===== src/rtl/spi_slave_regs.sv =====
// Mode-0 SPI register-access slave: oversampled in the clk domain, command/address/data
// protocol with address auto-increment over a byte-wide register file.
module spi_slave_regs #(
  parameter int          ADDR_W    = 6,
  parameter logic [7:0]  DEVICE_ID = 8'hAD
) (
  input  logic              clk,
  input  logic              rst,
  input  logic              sclk,
  input  logic              cs_n,
  input  logic              mosi,
  output logic              miso,
  output logic              wr_valid,
  output logic [ADDR_W-1:0] wr_addr,
  output logic [7:0]        wr_data,
  output logic              cmd_err,
  output logic              busy
);

  localparam int DEPTH = 1 << ADDR_W;
  localparam logic [7:0] CMD_WR = 8'h0A;
  localparam logic [7:0] CMD_RD = 8'h0B;

  typedef enum logic [2:0] {
    S_IDLE, S_CMD, S_ADDR, S_WR, S_RD, S_IGNORE
  } state_t;

  state_t              state, state_n;
  logic [2:0]          sclk_sync;
  logic [1:0]          cs_sync, mosi_sync;
  logic                cs_s, sclk_rise, sclk_fall;
  logic                armed;
  logic [2:0]          bit_cnt;
  logic [7:0]          shift_in, shift_out, rx_byte;
  logic                byte_done, rd_mode, rd_started;
  logic [ADDR_W-1:0]   ptr, addr_in;
  logic [7:0]          regs [DEPTH];

  assign cs_s      = cs_sync[1];
  assign sclk_rise = sclk_sync[1] & ~sclk_sync[2];
  assign sclk_fall = ~sclk_sync[1] & sclk_sync[2];
  assign byte_done = sclk_rise && (bit_cnt == 3'd7);
  assign rx_byte   = {shift_in[6:0], mosi_sync[1]};
  assign addr_in   = rx_byte[ADDR_W-1:0];

  // armed stays low after reset until cs_n is seen high, so a transfer already
  // in progress at reset release is ignored until a fresh cs_n falling edge.
  assign busy = armed & ~cs_s;
  assign miso = (state == S_RD) & shift_out[7];

  function automatic logic [7:0] reg_read(input logic [ADDR_W-1:0] a);
    return (a == '0) ? DEVICE_ID : regs[a];
  endfunction

  // The cs_n chain resets to 0 ("low"); armed gates it so that is not seen as a select.
  always_ff @(posedge clk or posedge rst) begin
    if (rst) begin
      sclk_sync <= '0;
      cs_sync   <= '0;
      mosi_sync <= '0;
      armed     <= 1'b0;
    end else begin
      // NOTE: sequential state uses non-blocking assignments so every flop samples pre-edge values.
      sclk_sync <= {sclk_sync[1:0], sclk};
      cs_sync   <= {cs_sync[0], cs_n};
      mosi_sync <= {mosi_sync[0], mosi};
      armed     <= armed | cs_s;
    end
  end

  always_ff @(posedge clk or posedge rst) begin
    if (rst) state <= S_IDLE;
    else     state <= state_n;
  end

  always_comb begin
    // NOTE: default first so every path assigns state_n and no latch is inferred.
    state_n = state;
    case (state)
      S_IDLE:   if (armed && !cs_s) state_n = S_CMD;
      S_CMD:    if (byte_done)
                  state_n = (rx_byte == CMD_WR || rx_byte == CMD_RD) ? S_ADDR : S_IGNORE;
      S_ADDR:   if (byte_done) state_n = rd_mode ? S_RD : S_WR;
      default:  state_n = state;
    endcase
    if (cs_s) state_n = S_IDLE;
  end

  always_ff @(posedge clk or posedge rst) begin
    if (rst) begin
      bit_cnt    <= '0;
      shift_in   <= '0;
      shift_out  <= '0;
      rd_mode    <= 1'b0;
      rd_started <= 1'b0;
      ptr        <= '0;
      wr_valid   <= 1'b0;
      wr_addr    <= '0;
      wr_data    <= '0;
      cmd_err    <= 1'b0;
      // NOTE: the register file is reset explicitly because reads after reset must return 0x00.
      for (int i = 0; i < DEPTH; i++) regs[i] <= 8'h00;
    end else begin
      wr_valid <= 1'b0;
      cmd_err  <= 1'b0;

      if (state == S_IDLE || cs_s) begin
        bit_cnt <= '0;
      end else if (sclk_rise) begin
        bit_cnt  <= bit_cnt + 3'd1;
        shift_in <= rx_byte;
      end

      // A byte completing in the same clk as cs_n deasserting is dropped.
      if (!cs_s) begin
        case (state)
          S_CMD: if (byte_done) begin
            rd_mode <= (rx_byte == CMD_RD);
            cmd_err <= (rx_byte != CMD_WR) && (rx_byte != CMD_RD);
          end
          S_ADDR: if (byte_done) begin
            rd_started <= 1'b0;
            if (rd_mode) begin
              shift_out <= reg_read(addr_in);
              ptr       <= addr_in + 1'b1;
            end else begin
              ptr       <= addr_in;
            end
          end
          S_WR: if (byte_done) begin
            if (ptr != '0) begin
              regs[ptr] <= rx_byte;
              wr_valid  <= 1'b1;
              wr_addr   <= ptr;
              wr_data   <= rx_byte;
            end
            ptr <= ptr + 1'b1;
          end
          S_RD: begin
            if (sclk_rise) rd_started <= 1'b1;
            // The falling edge right after the address byte must not shift out bit 7.
            if (sclk_fall && rd_started) begin
              if (bit_cnt == 3'd0) begin
                shift_out <= reg_read(ptr);
                ptr       <= ptr + 1'b1;
              end else begin
                shift_out <= {shift_out[6:0], 1'b0};
              end
            end
          end
          default: ;
        endcase
      end
    end
  end

endmodule


===== config.mk =====
export PLATFORM = sky130hd
export DESIGN_NAME = spi_slave_regs
export DESIGN_NICKNAME = d
export VERILOG_FILES = /design/src/rtl/spi_slave_regs.sv
export SDC_FILE = /design/constraint.sdc
export NUM_CORES = 1
export LEC_CHECK = 0
export CORE_AREA = 5 5 269 271
export CTS_BUF_LIST = sky130_fd_sc_hd__clkbuf_4
export DETAILED_ROUTE_END_ITERATION = 8
export DIE_AREA = 0 0 274 276
export PLACE_DENSITY = 0.61
export RECOVER_POWER = 50
export SKIP_CTS_REPAIR_TIMING = 1
export SYNTH_ARGS = -nofsm -noshare
export SYNTH_HDL_FRONTEND = slang
export SYNTH_SLANG_ARGS = --single-unit

===== constraint.sdc =====
create_clock -name clk -period 17.9 [get_ports clk]
set_input_delay 3.58 -clock clk [delete_from_list [all_inputs] [get_ports clk]]
set_output_delay 3.58 -clock clk [all_outputs]
set_load 0.1 [all_outputs]

---- Word level (Yosys, flattened, before mapping) ----
Index checks and enable logic that the tools add are counted.
cells by class
  add/sub/neg operators ................... 3
  $lt $le $gt $ge ......................... 3
  eq/ne operators ......................... 18
  mux-type cells .......................... 41
  bitwise operators ....................... 11
  reductions and logical operators ........ 24
operators by type and width
  operator             count
  $bwmux 512           1
  $bmux 8 s6           2
  $mux 8               11
  $demux 8 s6          1
  $mux 6               5
  $mux 3               8
  $pmux 6 s3           1
  $eq 8x4->1 const B   2
  $ne 8x4->1 const B   2
  $pmux 8 s2           1
  $ge 7x7->1 const B   2
  $not 6->7            2
  $add 6x1->6 const B  2
  $logic_not 6->1      2
  $reduce_and 4->1     3
  $mux 1               9
  $ne 3x3->1 const B   3
  $pmux 3 s3           1
  $ne 2x2->1 const B   4
  $lt 7x1->1 const B   1
  $eq 3x2->1 const B   2
  $eq 3x3->1 const B   2
  $logic_not 3->1      2
  $reduce_and 6->1     1
  other kinds (17)     30
word-level totals
  register bits ........................... 565
  input bits .............................. 5
  output and inout bits ................... 18
  logic and storage cells ................. 179

---- Logic depth before layout (Yosys ltp) ----
  word-level depth ........................ 8
  gate-level depth with buffers ........... 14
  gate-level depth less buffers ........... 9

---- Least setup slack after synthesis ----
Ideal clock, no wire load.
  kind .................................... flip-flop to output port
  from .................................... register cs_sync[1]
  to ...................................... output busy
  arrival time ............................ 1.911 ns
  data required time ...................... 14.320 ns
  setup slack ............................. 12.409 ns
  stages on the path, launching flop included .. 3
  buffers on the path ..................... 1
  path through ............................ dfrtp_1 -> clkbuf_1 -> nor2b_1
between the ends
  word-level cells in the longest chain between the ends .. 2
ends and longest elaborated chain
  what                    RTL line  text
  from (decl)             30        logic [1:0] cs_sync, mosi_sync;
  from (signal assigned)  65        cs_sync <= {cs_sync[0], cs_n};
  $not 1->1 (no line)     -
  $and 1x1->1             48        assign busy = armed & ~cs_s;
  to (decl)               17        output logic busy
Every way passes these cells.

---- Worst setup path after layout ----
  from .................................... register mosi_sync[1]
  to ...................................... register shift_out[6]
between the ends
  word-level cells in the longest chain between the ends .. 8
  elaborated cells on any way between the ends .. 9
  classes of those cells .................. mux: 7; bitwise: 1; reduce/logical: 1
ends and longest elaborated chain
  what                                       RTL line  text
  from (decl)                                30
  from (signal assigned)                     66        mosi_sync <= {mosi_sync[0], mosi};
  $not 6->7 (not written as such)            52        return (a == '0) ? DEVICE_ID : regs[a];
  $bmux 8 s6                                 52
  $mux 8 (not written as such) (2 in a row)  52
  $mux 8 (*)                                 52
  $mux 8 (*)                                 123       if (rd_mode) begin
  $mux 8 (*)                                 121       S_ADDR: if (byte_done) begin
  $pmux 8 s2 (*)                             116       case (state)
  to (signal assigned)                       124       shift_out <= reg_read(addr_in);
  to (signal assigned)                       144       shift_out <= reg_read(ptr);
  to (signal assigned)                       147       shift_out <= {shift_out[6:0], 1'b0};
  to (decl)                                  34        logic [7:0] shift_in, shift_out, rx_byte;
Mark *: on every way between the ends. The rest lies on a longest branch, timed or not. The select of a mux whose other input is x is not followed.
A chain may end at the register's enable or synchronous reset.

==> flow_summary_export.csv <==
group,metric,value,unit
min_path,hold_start,"mosi_sync[0]",
floorplan,core.rowCount,97,
yosys,synth_edf_count,0,
sta,final-setup-viol-count,0,
yosys,synth_area,29600,um^2
placed_design,pre_cts_ws,11.05,ns
power_and_ir_drop,p_comb_frac,0.298,
yosys,synth-main-ff-cell,"dfrtp_1",
layout,final_cell_mix,"dfrtp_1 (557), mux2_2 (359), nand2_1 (343)",
detailed_routing,route.met2.wl,47500,um
power_and_ir_drop,vdd_drop_max,0.0594,mV
clock_tree,cts_made_buffers,155,
layout,nNetsFinal,2547,
global_routing,antenna_found_initial,7,
clock_tree,htree_levels,4,
worst_setup_path,cp_num_buf_inv,3,
detailed_routing,dr_wl_met3,11100,um
power_and_ir_drop,p_leak,14.1,nW
clock_tree,cts_root_buf,"clkbuf_4",
layout,fin_cells,3580,
worst_setup_path,cp_top_family,"buffers and inverters",
min_path,hp-class,"flop to flop",
layout,synthToLayoutAreaGrowth,8.67,%
clock_tree,cts_sinks,565,
power_and_ir_drop,power_density,114,nW/um^2
worst_setup_path,worstPathRequired,18.76,ns
floorplan,io_pins,23,
sta,grt_setup_unrepaired,"false",
layout,multiInputGateArea,14300,um^2
placed_design,portBuffers,22,
placed_design,gp_congestion,0.931,
sta,drv_slew,279,
floorplan,die_area,75600,um^2
worst_setup_path,ff2ff_setup_slack,9.42,ns
sta,skew,0.0496,ns
yosys,seq_area_frac_synth,0.477,
sta,tns,0,ns
global_routing,grt_usage,0.272,
yosys,yosys.area_share.xor_xnor,0.00177,
sta,timing.fmax,118,MHz
yosys,syn_inst,2556,
worst_setup_path,r2r_end,"shift_out[6]",
detailed_routing,post_drt_wl_per_cell,29.1,um
detailed_routing,wl_met1,40700,um
global_routing,grt_pass1_wl,155000,um
yosys,synth_compound_area_frac,0.132,
run_status,status,"finished with violations",
power_and_ir_drop,total_power,3.66,mW
yosys,ys_seq_elements,565,
run_status,violations,"max-capacitance violations, max-slew violations",
worst_setup_path,crit_chain,"clkbuf_1, inv_1, clkbuf_1, mux2i_1, a32oi_1, a21oi_1, a31oi_1",
power_and_ir_drop,netSwitchingPower,1.50,mW
clock_tree,clk_pin_slew_worst_paths,0.06,ns
global_routing,overflow,0,
detailed_routing,top_layer_used,"met5",
detailed_routing,wirelength,104000,um
min_path,hold_end,"mosi_sync[1]",
worst_setup_path,path_max_fanout,74,
detailed_routing,drtPass1Iterations,7,
worst_setup_path,endpoint_kind,"flop",
power_and_ir_drop,seqPwrFrac,0.385,
global_routing,grt_pass1_vias,23000,
detailed_routing,vias_per_cell,6.47,
placed_design,hpwlAfterDp,65000,um
worst_setup_path,max_stage_delay,2.86,ns
worst_setup_path,reg2reg_from,"mosi_sync[1]",
floorplan,dieHeight,276,um
sta,slew_headroom,-1.63,
min_path,hold_depth,0,
power_and_ir_drop,power_switching_share,0.410,
yosys,synthDistinctLibCells,81,
yosys,ys.warnings.count,0,
yosys,syn_area_per_cell,11.6,um^2
global_routing,grt_max_degree,184,
detailed_routing,dr.first_iter.drc_count,2860,
sta,setup_ws,9.42,ns
clock_tree,cts_tree,"yes",
detailed_routing,drc,0,
detailed_routing,vias,23200,
yosys,muxShareOfSynthArea,0.266,
layout,fillers,6370,
worst_setup_path,crit_arrival,9.34,ns
worst_setup_path,cp_common_cell,"clkbuf_1",
floorplan,initial_core_util,0.426,
sta,post-route-period-util,0.474,
worst_setup_path,critical_path_depth,7,
detailed_routing,drtAntennaViolNets,0,
floorplan,die_w,274,um
worst_setup_path,critPathKind,"flop to flop",
worst_setup_path,critPathSlowestCell,"clkbuf_1",
sta,min_period,8.48,ns
layout,ff_latch_area,14200,um^2
flow_run,maxCapViolCount,6,
power_and_ir_drop,clockPowerShare,0.317,
yosys,syn_nets,2569,
yosys,synth-simple-area-share,0.0783,
yosys,async_reset_ff_frac,1.00,
layout,layout-drive-gt1-share,0.308,
clock_tree,clock_latency,1.02,ns
worst_setup_path,reg2reg_depth,7,
clock_tree,clockBufferDepth,3,
worst_setup_path,cp-start-kind,"flop",
yosys,synthAdderAreaFrac,0.00338,
layout,layout_commonest_cell,"dfrtp_1",
yosys,synth_top_family_by_area,"multiplexers",
floorplan,core-area,69500,um^2
sta,finalHoldViolations,0,
sta,worst_slew_pin_slew,3.94,ns
placed_design,place_inst,3317,
power_and_ir_drop,p_int,2.16,mW
through the flow:
step	hold slack [ns]	area (um^2)	utilization
after detailed placement	0.336	30300	0.436
after CTS	0.350	32200	0.464
after floorplan	0.331	29600	-
after global routing	0.364	32200	0.463
after global placement	0.336	30300	0.436
final	0.348	32200	0.463
power by group through the flow:
stage / logic (mW) / clock network (mW) / registers, mW
after floorplan: 0.660 / 0 / 1.34
after global placement: 1.05 / 0 / 1.43
after detailed placement: 1.05 / 0 / 1.43
after CTS: 1.05 / 1.18 / 1.41
after global routing: 1.10 / 1.25 / 1.41
final: 1.09 / 1.16 / 1.41
state kept, by name (all words and copies together) (netlist names):
name        count
armed           1
cs_sync         2
wr_addr         6
rd_started      1
rd_mode         1
ptr             6
wr_valid        1
mosi_sync       2
cmd_err         1
regs          512
wr_data         8
sclk_sync       3
state           3
bit_cnt         3
shift_in        7
shift_out       8
worst max path at each step:
stage                       startpoint      endpoint  slack, ns
after floorplan                    rst         armed       6.63
after global placement             rst   shift_in[0]      11.12
after detailed placement           rst   shift_in[0]      11.05
after CTS                     state[1]          miso      10.50
after global routing      mosi_sync[1]  shift_out[6]       8.67
final                     mosi_sync[1]  shift_out[6]       9.42
metal layers:
metal,vias to the layer above,GRT usage
met5,-,0
met2,1445,0.405
met4,4,0.131
li1,9570,-
met3,305,0.0806
met1,11800,0.366
synthesized netlist by cell type (all sizes together) (8+ instances only):
cell type | instances | area (um^2)
a22oi | 104 | 781
o22ai | 15 | 93.8
nor2b | 18 | 113
mux2 | 360 | 4050
a221oi | 43 | 383
mux4 | 131 | 2950
clkbuf | 128 | 480
a22o | 20 | 175
nor3 | 25 | 125
buf | 126 | 689
nand3 | 23 | 120
o211ai | 9 | 67.6
a41oi | 10 | 87.6
o21ai | 246 | 1230
nor2 | 58 | 218
mux2i | 87 | 871
ha | 8 | 100
a31oi | 20 | 125
nor4 | 10 | 62.6
a21oi | 53 | 265
dfrtp | 565 | 14100
inv | 12 | 45.0
a21o | 8 | 60.1
nand2b | 9 | 63.8
o221ai | 10 | 87.6
nand2 | 343 | 1290
final cells by class:
type,count,area share
multi-input cells,1721,0.444
flip-flops and latches,565,0.440
inverters,16,0.00190
repair buffers,75,0.0190
clock buffers,227,0.0529
well taps,940,0.0365
diodes,3,0.000233
clock inverters,33,0.00567
cell families after synthesis:
kind of cell	count (synthesis)
xor+xnor	6
simple gates	529
compound gates	600
buf+inv	270
fa+ha+maj	8
flops	565
mux	578
Note: power is estimated with default switching activity, not from simulation.
